===== config.mk =====
export PLATFORM = sky130hd
export DESIGN_NAME = adder_pipe
export DESIGN_NICKNAME = d
export VERILOG_FILES = /design/src/rtl/adder_pkg.sv /design/src/rtl/adder_seg.sv /design/src/rtl/adder_pipe.sv
export SDC_FILE = /design/constraint.sdc
export NUM_CORES = 1
export LEC_CHECK = 0
export CAP_MARGIN = 20
export CORE_AREA = 3 3 153 214
export DETAILED_ROUTE_END_ITERATION = 16
export DIE_AREA = 0 0 156 217
export PLACE_DENSITY = 0.45
export SYNTH_ARGS = -nofsm -noshare
export SYNTH_HDL_FRONTEND = slang
export SYNTH_SLANG_ARGS = --single-unit

===== constraint.sdc =====
create_clock -name clk -period 3.51 [get_ports clk]
set_clock_uncertainty 0.2 [all_clocks]
set_input_delay 1.053 -clock clk [delete_from_list [all_inputs] [get_ports clk]]
set_output_delay 1.053 -clock clk [all_outputs]
set_load 0.05 [all_outputs]

===== src/rtl/adder_pkg.sv =====
// Shared widths for the segmented adder and its downstream output register stage.
package adder_pkg;

  localparam int unsigned ADDER_WIDTH  = 32;
  localparam int unsigned ADDER_SEG    = 8;
  localparam int unsigned ADDER_STAGES = ADDER_WIDTH / ADDER_SEG;

endpackage : adder_pkg


===== src/rtl/adder_seg.sv =====
// One pipeline stage: adds operand segment K plus the incoming carry and
// forwards the operands and the partially assembled sum to the next stage.
module adder_seg
  import adder_pkg::*;
#(
  parameter int unsigned WIDTH = ADDER_WIDTH,
  parameter int unsigned SEG   = ADDER_SEG,
  parameter int unsigned K     = 0
) (
  input  logic             clk,
  input  logic             rst,
  input  logic             i_en,
  input  logic             i_valid,
  input  logic             i_carry,
  input  logic [WIDTH-1:0] i_a,
  input  logic [WIDTH-1:0] i_b,
  input  logic [WIDTH-1:0] i_sum,
  output logic             o_valid,
  output logic             o_carry,
  output logic [WIDTH-1:0] o_a,
  output logic [WIDTH-1:0] o_b,
  output logic [WIDTH-1:0] o_sum
);

  localparam int unsigned SW = SEG + 1;
  localparam int unsigned LO = K * SEG;
  localparam logic [WIDTH-1:0] SEG_MASK = WIDTH'({SEG{1'b1}}) << LO;

  logic [SEG-1:0]   w_a_seg;
  logic [SEG-1:0]   w_b_seg;
  logic [SW-1:0]    w_add;
  logic [WIDTH-1:0] w_sum_next;

  logic             r_valid;
  logic             r_carry;
  logic [WIDTH-1:0] r_a;
  logic [WIDTH-1:0] r_b;
  logic [WIDTH-1:0] r_sum;

  assign w_a_seg    = i_a[LO +: SEG];
  assign w_b_seg    = i_b[LO +: SEG];
  assign w_add      = SW'(w_a_seg) + SW'(w_b_seg) + SW'(i_carry);
  assign w_sum_next = (i_sum & ~SEG_MASK) | (WIDTH'(w_add[SEG-1:0]) << LO);

  // Valid advances with en; data only loads behind a valid operation.
  always_ff @(posedge clk) begin
    if (rst) begin
      r_valid <= 1'b0;
      r_carry <= 1'b0;
      r_a     <= '0;
      r_b     <= '0;
      r_sum   <= '0;
    end else if (i_en) begin
      r_valid <= i_valid;
      if (i_valid) begin
        r_carry <= w_add[SEG];
        r_a     <= i_a;
        r_b     <= i_b;
        r_sum   <= w_sum_next;
      end
    end
  end

  assign o_valid = r_valid;
  assign o_carry = r_carry;
  assign o_a     = r_a;
  assign o_b     = r_b;
  assign o_sum   = r_sum;

endmodule : adder_seg


===== src/rtl/adder_pipe.sv =====
// Segmented pipelined ripple adder: {co, sum} = a + b + ci, one stage per SEG bits.
module adder_pipe
  import adder_pkg::*;
#(
  parameter int unsigned WIDTH = ADDER_WIDTH,
  parameter int unsigned SEG   = ADDER_SEG
) (
  input  logic             clk,
  input  logic             rst,
  input  logic             en,
  input  logic             in_valid,
  input  logic [WIDTH-1:0] a,
  input  logic [WIDTH-1:0] b,
  input  logic             ci,
  output logic             out_valid,
  output logic [WIDTH-1:0] sum,
  output logic             co
);

  localparam int unsigned STAGES = WIDTH / SEG;

  // Index 0 is the pipeline input; index k+1 is the output of stage k.
  logic             w_valid [STAGES+1];
  logic             w_carry [STAGES+1];
  logic [WIDTH-1:0] w_a     [STAGES+1];
  logic [WIDTH-1:0] w_b     [STAGES+1];
  logic [WIDTH-1:0] w_sum   [STAGES+1];
  logic             w_unused;

  assign w_valid[0] = in_valid;
  assign w_carry[0] = ci;
  assign w_a[0]     = a;
  assign w_b[0]     = b;
  assign w_sum[0]   = '0;

  // One stage per segment; operands and partial sums ride along so results emerge aligned.
  for (genvar k = 0; k < STAGES; k++) begin : g_stage
    adder_seg #(
      .WIDTH (WIDTH),
      .SEG   (SEG),
      .K     (k)
    ) u_seg (
      .clk     (clk),
      .rst     (rst),
      .i_en    (en),
      .i_valid (w_valid[k]),
      .i_carry (w_carry[k]),
      .i_a     (w_a[k]),
      .i_b     (w_b[k]),
      .i_sum   (w_sum[k]),
      .o_valid (w_valid[k+1]),
      .o_carry (w_carry[k+1]),
      .o_a     (w_a[k+1]),
      .o_b     (w_b[k+1]),
      .o_sum   (w_sum[k+1])
    );
  end

  assign out_valid = w_valid[STAGES];
  assign sum       = w_sum[STAGES];
  assign co        = w_carry[STAGES];

  // Operands leaving the last stage have no consumer.
  assign w_unused = ^{w_a[STAGES], w_b[STAGES]};

endmodule : adder_pipe


==> results.json, run 1 <==
{
  "slowest_stage": "fa_1",
  "ys.flop_type": "dfxtp_1",
  "worst_ir_drop_vdd_uv": 218,
  "synth_fp_nets": 1044,
  "num_vias": 6279,
  "worstPathMaxFanout": 3,
  "clock.fmax_mhz": 331,
  "cts_tree": "done",
  "yosys.cell_types.count": 39,
  "mappedNetlistArea_um2": 7710,
  "synth_fa_ha_area_frac": 0.0662,
  "syn_inst": 939,
  "muxShareOfSynthArea": 0.00779,
  "yosysSeqAreaShare": 0.478,
  "grt_pass1_vias": 6253,
  "cts-root-buf": "clkbuf_16",
  "synth_most_common_cell": "nand2_1",
  "die_h_um": 217,
  "end_kind": "register",
  "arrival_ns": 3.14,
  "slew-limit-headroom": 0.457,
  "critical_path_class": "in2reg",
  "area_delta_synth_final_pct": 26.9,
  "wl_met3_um": 585,
  "drt-met1-wl_um": 9400,
  "wl_met2_um": 9450,
  "hold_viol_final": 0,
  "ys_seq_elements": 184,
  "drt_iter0_drc": 255,
  "top_layer": "met4",
  "cts_buffers": 17,
  "status": "completed",
  "worst_slew_pin_slew_ns": 0.815,
  "initial_core_util": 0.250,
  "die-area_um2": 33900,
  "period_minus_slack_ns": 3.02,
  "fp.dieW_um": 156,
  "min_path_type": "reg2reg",
  "post-route-drc-count": 0,
  "wl_per_cell_um": 13.9,
  "final_area_um2": 9790,
  "placementRows": 76,
  "period_share": 0.860,
  "clkSlewWorstSetupHoldPaths_ns": 0.07,
  "synth-xor-area-share": 0.00909,
  "worstSetupStartpointType": "primary input",
  "cts.sinks": 184,
  "synth_top_area_share": 0.478,
  "synth-compound-area-share": 0.184,
  "ys_warn_count": 0,
  "synth-simple-area-share": 0.212,
  "ys_top_cells_by_area": "dfxtp_1 48%, nand2_1 15%, a21oi_1 11%",
  "tns_ns": 0,
  "setup_ws_ns": 0.491,
  "maxSlewViolCount": 0,
  "powerDensity_nw_per_um2": 465,
  "synth_top_family_by_area": "simple AND/OR/NAND/NOR gates",
  "ctsResizeCount": 0,
  "setup_viol": 0,
  "cap_violations": 0,
  "htreeDepth": 4,
  "core_area_um2": 30900,
  "place_area_um2": 9150,
  "grt_max_degree": 101,
  "worstPathRequired_ns": 3.63,
  "place.gp.congestion": 0.762,
  "hpwl_um": 14200,
  "overflow": 0,
  "viasPerCell": 4.41,
  "cp_cell_sequence": "clkdlybuf4s50_1 > fa_1 > inv_1 > fa_1 > nor2b_4 > o2111a_1 > or3_1 > a32o_1",
  "io_buffers": 102,
  "ant_nets": 0,
  "slowest_delay_ns": 0.44,
  "rsz0062_at_grt": "no",
  "grt_pass1_wl_um": 32900,
  "crit_buf_inv": 2,
  "cts_setup_buffers": 0,
  "diodes": 0,
  "drive_gt1_frac": 0.0609,
  "synth_edf_count": 0,
  "hold_buffers": 0,
  "antenna_found_initial": 0,
  "crit_family": "adder cells",
  "drt_wl_total_um": 19800,
  "nNetsFinal": 1126,
  "dp_slack_ns": 0.0430,
  "io_pins": 103,
  "leakage_nw": 3.49,
  "syn_area_per_cell_um2": 8.21,
  "synth.largest_area_cell": "dfxtp_1",
  "grt.total_usage": 0.121,
  "path_common_cell": "fa_1",
  "clockBufferDepth": 2,
  "drtPass1Iterations": 6,
  "synthTopCellsByCount": "305 x nand2_1, 184 x dfxtp_1, 172 x a21oi_1",
  "insertion_delay_ns": 0.43,
  "async_reset_ff_frac": 0
}
## metrics by stage
stage | cells | utilization | hold WS, ns | total power [mW]
global placement | 1392 | 0.296 | 0.239 | 2.53
floorplan | 939 | - | 0.231 | 2.38
global route | 1424 | 0.317 | 0.264 | 4.75
finish | 1424 | 0.317 | 0.248 | 4.55
CTS | 1424 | 0.317 | 0.251 | 4.62
detailed placement | 1392 | 0.296 | 0.242 | 2.53
## worst min-delay path: stages (launching register included)
cell and delay [ns]:
dfxtp_1 0.31, nand2_1 0.05, a21oi_1 0.05
## power by group
part	total, mW	leakage, nW	switching, mW	internal [mW]
Sequential	2.15	1.49	0.0236	2.13
Combinational	0.321	1.69	0.169	0.152
Clock	2.08	0.306	0.854	1.22
## cell usage in the layout, fill, tap and decap left out, types with 16 or more instances in the layout
| cell | Yosys | routed |
|---|---|---|
| dfxtp_1 | 184 | 184 |
| nand2_1 | 305 | 305 |
| clkbuf_16 | 0 | 17 |
| inv_1 | 16 | 16 |
| nor2_1 | 24 | 24 |
| a21oi_1 | 172 | 172 |
| ha_1 | 28 | 28 |
| clkdlybuf4s50_1 | 0 | 101 |
| buf_4 | 4 | 16 |
## sequential cells by signal, summed over array words and instances (netlist names)
| name | flops |
|---|---|
| g_stage.u_seg.o_valid | 4 |
| g_stage.u_seg.o_b | 48 |
| g_stage.u_seg.o_a | 48 |
| g_stage.u_seg.o_carry | 4 |
| g_stage.u_seg.o_sum | 80 |
## layout make-up
| class | instances | area (µm²) |
|---|---|---|
| fillers | 3286 | 21100 |
| multi-input cells | 680 | 3700 |
| flip-flops and latches | 184 | 3680 |
| repair buffers | 122 | 1220 |
| well taps | 390 | 488 |
| clock buffers | 19 | 443 |
| clock inverters | 13 | 191 |
| inverters | 16 | 60.1 |
## logic make-up (layout without fill, tap and decap cells)
logic type / Yosys count / after routing
and+or+nand+nor: 386 / 386
xor gates and xnor gates: 8 / 8
adders and majority gates: 36 / 36
buffers and inverters: 75 / 170
DFF: 184 / 184
muxes: 6 / 6
AOI/OAI and AO/OA: 244 / 244
## metal layers
layer,up-vias,global-route usage
met3,27,0.0233
met2,88,0.200
met1,2836,0.156
li1,3328,-
met4,0,0.0427
met5,-,0
## worst paths after layout
| kind | to | startpoint | slack, ns | cells past startpoint |
|---|---|---|---|---|
| setup / recovery | g_stage[0].u_seg.o_sum[6]$_SDFFE_PP0P_ | a[0] | 0.49 | 8 |
| hold / removal | g_stage[1].u_seg.o_sum[7]$_SDFFE_PP0P_ | g_stage[0].u_seg.o_sum[7]$_SDFFE_PP0P_ | 0.25 | 2 |
| setup reg to reg | g_stage[3].u_seg.o_sum[30]$_SDFFE_PP0P_ | g_stage[2].u_seg.o_b[24]$_SDFFE_PP0P_ | 1.09 | 7 |
| hold reg to reg | g_stage[1].u_seg.o_sum[7]$_SDFFE_PP0P_ | g_stage[0].u_seg.o_sum[7]$_SDFFE_PP0P_ | 0.25 | 2 |
(Power assumes the default switching activity.)
==> run 2: changes to the inputs <==
--- a/config.mk
+++ b/config.mk
@@ -6,10 +6,10 @@
 export NUM_CORES = 1
 export LEC_CHECK = 0
 export CAP_MARGIN = 20
-export CORE_AREA = 3 3 153 214
+export CORE_AREA = 3 3 105 147
 export DETAILED_ROUTE_END_ITERATION = 16
-export DIE_AREA = 0 0 156 217
-export PLACE_DENSITY = 0.45
+export DIE_AREA = 0 0 108 150
+export PLACE_DENSITY = 0.81
 export SYNTH_ARGS = -nofsm -noshare
 export SYNTH_HDL_FRONTEND = slang
 export SYNTH_SLANG_ARGS = --single-unit
==> run 2 against run 1 <==
Net effect:
- power shrank 0.44%
- maximum frequency shrank 2.8%
- critical endpoint unchanged
- critical path depth is the same
- worst setup slack lost 0.086 ns
- combinational power shrank 2%
- count of clock-buffer cells in the layout is the same
- highest routed layer unchanged
- first-iteration DRC count grew 22%
==> results.json, run 2 (synthesis results as in run 1) <==
{
  "status": "completed",
  "ant_nets": 0,
  "worst_slew_pin_slew_ns": 0.764,
  "end_kind": "register",
  "slowest_delay_ns": 0.45,
  "initial_core_util": 0.536,
  "worstPathMaxFanout": 3,
  "area_delta_synth_final_pct": 23.3,
  "fillers": 1169,
  "insertion_delay_ns": 0.42,
  "grt_max_degree": 77,
  "period_share": 0.885,
  "tns_ns": 0,
  "cts.sinks": 184,
  "core_area_um2": 14400,
  "drive_gt1_frac": 0.0573,
  "drt_wl_total_um": 17100,
  "hold_buffers": 0,
  "final_common_cell": "nand2_1",
  "critical_path_class": "in2reg",
  "fp.dieW_um": 108,
  "die-area_um2": 16200,
  "cp_cell_sequence": "clkdlybuf4s50_1 > fa_1 > inv_1 > fa_1 > nor2b_4 > o2111a_1 > or3_1 > a32o_1",
  "setup_viol": 0,
  "overflow": 0,
  "cts_tree": "done",
  "grt_pass1_wl_um": 28400,
  "nNetsFinal": 1124,
  "cts_setup_buffers": 0,
  "period_minus_slack_ns": 3.11,
  "cts-root-buf": "clkbuf_16",
  "worstPathRequired_ns": 3.61,
  "viasPerCell": 5.29,
  "hpwl_um": 11800,
  "grt_pass1_vias": 6235,
  "drt_iter0_drc": 312,
  "io_pins": 103,
  "powerDensity_nw_per_um2": 476,
  "wl_per_cell_um": 14.0,
  "placementRows": 52,
  "final_cell_mix": "305 x nand2_1, 184 x dfxtp_1, 172 x a21oi_1, 101 x clkdlybuf4s50_1, 28 x ha_1",
  "hold_viol_final": 0,
  "cap_violations": 0,
  "place.gp.congestion": 0.835,
  "crit_buf_inv": 2,
  "clock.fmax_mhz": 322,
  "arrival_ns": 3.21,
  "clockBufferDepth": 2,
  "slowest_stage": "fa_1",
  "num_vias": 6453,
  "grt.total_usage": 0.217,
  "clkSlewWorstSetupHoldPaths_ns": 0.07,
  "leakage_nw": 3.49,
  "final_core_util": 0.661,
  "largest_register_ffs": 80,
  "maxSlewViolCount": 0,
  "antenna_found_initial": 1,
  "rsz0062_at_grt": "no",
  "ctsResizeCount": 0,
  "htreeDepth": 4,
  "worstSetupStartpointType": "primary input",
  "whs_ns": 0.246,
  "die_h_um": 150,
  "cts_buffers": 17,
  "worst_ir_drop_vdd_uv": 285,
  "min_path_type": "reg2reg",
  "path_common_cell": "fa_1",
  "post-route-drc-count": 0,
  "drtPass1Iterations": 6,
  "crit_family": "adder cells",
  "slew-limit-headroom": 0.490,
  "io_buffers": 102
}
run 2: cell count changes in the layout (fill, tap and decap cells not counted), sizes merged:
cell	before	now
clkinvlp	2	0
buf	21	19
bufinv	4	5
diode	0	1
inv	20	19
run 2: routing by layer:
metal,routed length [µm],vias up,GRT usage
met5,0,-,0
li1,-,3326,-
met3,693,27,0.0436
met2,8880,138,0.380
met4,365,0,0.0809
met1,7180,2962,0.261
run 2: metrics by stage:
stage	instance area (µm²)	setup WS [ns]	power (mW)	instances
final	9510	0.405	4.53	1220
after global routing	9510	0.368	4.67	1220
after CTS	9510	0.418	4.56	1219
after detailed placement	8870	0.0129	2.51	1189
after global placement	8870	0.0741	2.51	1189
after floorplan	7710	0.576	2.38	939
run 2: area by class of cell:
cell class | count | area [µm²] | share of cell area
diodes | 1 | 2.50 | 0.000263
clock buffers | 19 | 443 | 0.0466
clock inverters | 11 | 194 | 0.0204
multi-input cells | 680 | 3700 | 0.389
flip-flops and latches | 184 | 3680 | 0.387
repair buffers | 120 | 1190 | 0.125
well taps | 189 | 236 | 0.0249
inverters | 16 | 60.1 | 0.00632
run 2: path summary, 6_finish.rpt:
check,from,endpoint,slack [ns],depth (start not counted)
worst min register to register,g_stage[0].u_seg.o_b[20]$_SDFFE_PP0P_,g_stage[1].u_seg.o_b[20]$_SDFFE_PP0P_,0.25,2
worst min-delay path,g_stage[0].u_seg.o_b[20]$_SDFFE_PP0P_,g_stage[1].u_seg.o_b[20]$_SDFFE_PP0P_,0.25,2
worst max register to register,g_stage[2].u_seg.o_b[24]$_SDFFE_PP0P_,g_stage[3].u_seg.o_sum[30]$_SDFFE_PP0P_,1.13,7
worst max-delay path,a[0],g_stage[0].u_seg.o_sum[6]$_SDFFE_PP0P_,0.40,8
run 2: power breakdown:
part           total, mW  internal [mW]  switching [mW]
combinational      0.313          0.148           0.165
clock               2.06           1.28           0.781
sequential          2.15           2.13          0.0245
total               4.53           3.56           0.971
run 2: worst register-to-register path, delay by kind of cell, from the launching register on:
| family | cells | cell delay (ns) |
|---|---|---|
| AO/OA/AOI/OAI | 2 | 0.51 |
| buffers and inverters | 1 | 0.10 |
| flip-flops | 1 | 0.33 |
| adder cells (fa/ha/maj) | 2 | 0.71 |
| AND/OR/NAND/NOR | 2 | 0.43 |
==> run 3: changes to the inputs <==
--- a/config.mk
+++ b/config.mk
@@ -10,6 +10,7 @@
 export DETAILED_ROUTE_END_ITERATION = 16
 export DIE_AREA = 0 0 108 150
 export PLACE_DENSITY = 0.81
+export RECOVER_POWER = 100
 export SYNTH_ARGS = -nofsm -noshare
 export SYNTH_HDL_FRONTEND = slang
 export SYNTH_SLANG_ARGS = --single-unit
==> run 3 against run 2 <==
Net effect:
- first-iteration DRC count grew 2.6%
- worst setup slack lost 0.11 ns
- largest power group unchanged
- cell area decreased by 0.51%
- largest cell class unchanged
- via count up 0.37%
- global-route usage did not move
- cell count unchanged
- register-to-register slack hardly changed
- core utilization down 0.34 points
- routed wire length fell by 0.18%
==> results.json, run 3 (synthesis results as in run 1) <==
{
  "placed_cells_incl_taps": 1189,
  "io_buffers": 102,
  "io_pins": 103,
  "ant_nets": 0,
  "crit_family": "buffers and inverters",
  "slew-limit-headroom": 0.235,
  "fp.dieW_um": 108,
  "clockBufferDepth": 2,
  "pwr-share-seq": 0.476,
  "htreeDepth": 4,
  "hpwl_um": 11800,
  "worst_ir_drop_vdd_uv": 284,
  "period_share": 0.915,
  "post-route-drc-count": 0,
  "hold_viol_final": 0,
  "die-area_um2": 16200,
  "placementRows": 52,
  "cts.sinks": 184,
  "drt_iter0_drc": 320,
  "cts_buffers": 17,
  "worst_slew_pin_slew_ns": 1.15,
  "worstPathRequired_ns": 3.61,
  "final_area_um2": 9460,
  "tns_ns": 0,
  "num_vias": 6477,
  "register_area_um2": 3680,
  "overflow": 0,
  "place_area_um2": 8870,
  "critical_path_class": "in2reg",
  "cts_setup_buffers": 0,
  "viasPerCell": 5.31,
  "grt_pass1_wl_um": 28400,
  "slowest_delay_ns": 0.56,
  "area_delta_synth_final_pct": 22.7,
  "final_common_cell": "nand2_1",
  "antenna_found_initial": 1,
  "drt_wl_total_um": 17100,
  "powerDensity_nw_per_um2": 478,
  "p_clk_frac": 0.456,
  "cap_violations": 0,
  "crit_buf_inv": 2,
  "largest_register_ffs": 80,
  "swShare": 0.214,
  "initial_core_util": 0.536,
  "hold_buffers": 0,
  "setup_viol": 0,
  "arrival_ns": 3.31,
  "status": "completed",
  "cts-root-buf": "clkbuf_16",
  "drive_gt1_frac": 0.0495,
  "power_mw": 4.52,
  "clock.fmax_mhz": 311,
  "worstPathMaxFanout": 3,
  "end_kind": "register",
  "slowest_stage": "dlygate4sd3_1",
  "p_switching_mw": 0.969,
  "rsz0062_at_grt": "no",
  "ctsResizeCount": 0,
  "multi_input_area_um2": 3680,
  "die_h_um": 150,
  "period_minus_slack_ns": 3.21,
  "cp_cell_sequence": "dlygate4sd3_1 > fa_1 > inv_1 > fa_1 > nor2b_1 > o2111a_1 > or3_1 > a32o_1",
  "path_common_cell": "fa_1",
  "clkSlewWorstSetupHoldPaths_ns": 0.07,
  "wl_per_cell_um": 14.0,
  "grt_pass1_vias": 6235,
  "nNetsFinal": 1124,
  "core_area_um2": 14400,
  "grt.total_usage": 0.217,
  "leakage_nw": 3.57,
  "maxSlewViolCount": 0,
  "setup_ws_ns": 0.299,
  "cts_tree": "done",
  "insertion_delay_ns": 0.42,
  "stdcell_count": 1220,
  "final_core_util": 0.658,
  "fillers": 1182,
  "intPower_mw": 3.55,
  "dp_slack_ns": 0.0129,
  "drtPass1Iterations": 4,
  "place.gp.congestion": 0.835,
  "min_path_type": "reg2reg",
  "whs_ns": 0.248,
  "combPwrFrac": 0.068,
  "final_cell_mix": "307 x nand2_1, 184 x dfxtp_1, 172 x a21oi_1, 66 x clkdlybuf4s50_1, 35 x dlygate4sd3_1",
  "grt_max_degree": 77,
  "worstSetupStartpointType": "primary input"
}
-- run 3: cell count changes in the layout (fill, tap and decap cells not counted), sizes merged --
cell,delta
clkdlybuf4s50,-35
clkbuf,+7
dlygate4sd3,+35
buf,-7
-- run 3: final timing paths --
path | start | end | cells after the start | slack (ns)
setup reg to reg | g_stage[2].u_seg.o_b[24]$_SDFFE_PP0P_ | g_stage[3].u_seg.o_sum[30]$_SDFFE_PP0P_ | 7 | 1.13
setup / recovery | a[0] | g_stage[0].u_seg.o_sum[6]$_SDFFE_PP0P_ | 8 | 0.30
hold reg to reg | g_stage[1].u_seg.o_a[27]$_SDFFE_PP0P_ | g_stage[2].u_seg.o_a[27]$_SDFFE_PP0P_ | 2 | 0.25
hold / removal | g_stage[1].u_seg.o_a[27]$_SDFFE_PP0P_ | g_stage[2].u_seg.o_a[27]$_SDFFE_PP0P_ | 2 | 0.25
-- run 3: power groups by stage --
stage | clock (mW) | sequential [mW] | combinational (mW)
global placement | 0 | 2.20 | 0.306
global route | 2.17 | 2.16 | 0.342
finish | 2.06 | 2.15 | 0.308
CTS | 2.09 | 2.15 | 0.314
detailed placement | 0 | 2.20 | 0.311
floorplan | 0 | 2.20 | 0.185
-- run 3: worst min-delay path: stages (launching register included) --
cell and delay, ns:
dfxtp_1 0.31, nand2_1 0.05, a21oi_1 0.05
-- run 3: cell type report --
type	instances	area share
Clock buffer	19	0.0468
Clock inverter	11	0.0205
Sequential cell	184	0.389
Timing Repair Buffer	120	0.122
Antenna cell	1	0.000265
Tap cell	189	0.0250
Inverter	16	0.00635
Multi-Input combinational cell	680	0.389
-- run 3: per-layer routing --
metal	track usage	part of all wire	vias to the layer above
li1	-	-	3326
met1	0.261	0.42	2975
met3	0.0436	0.039	27
met2	0.380	0.52	149
met4	0.0809	0.021	0
met5	0	0	-
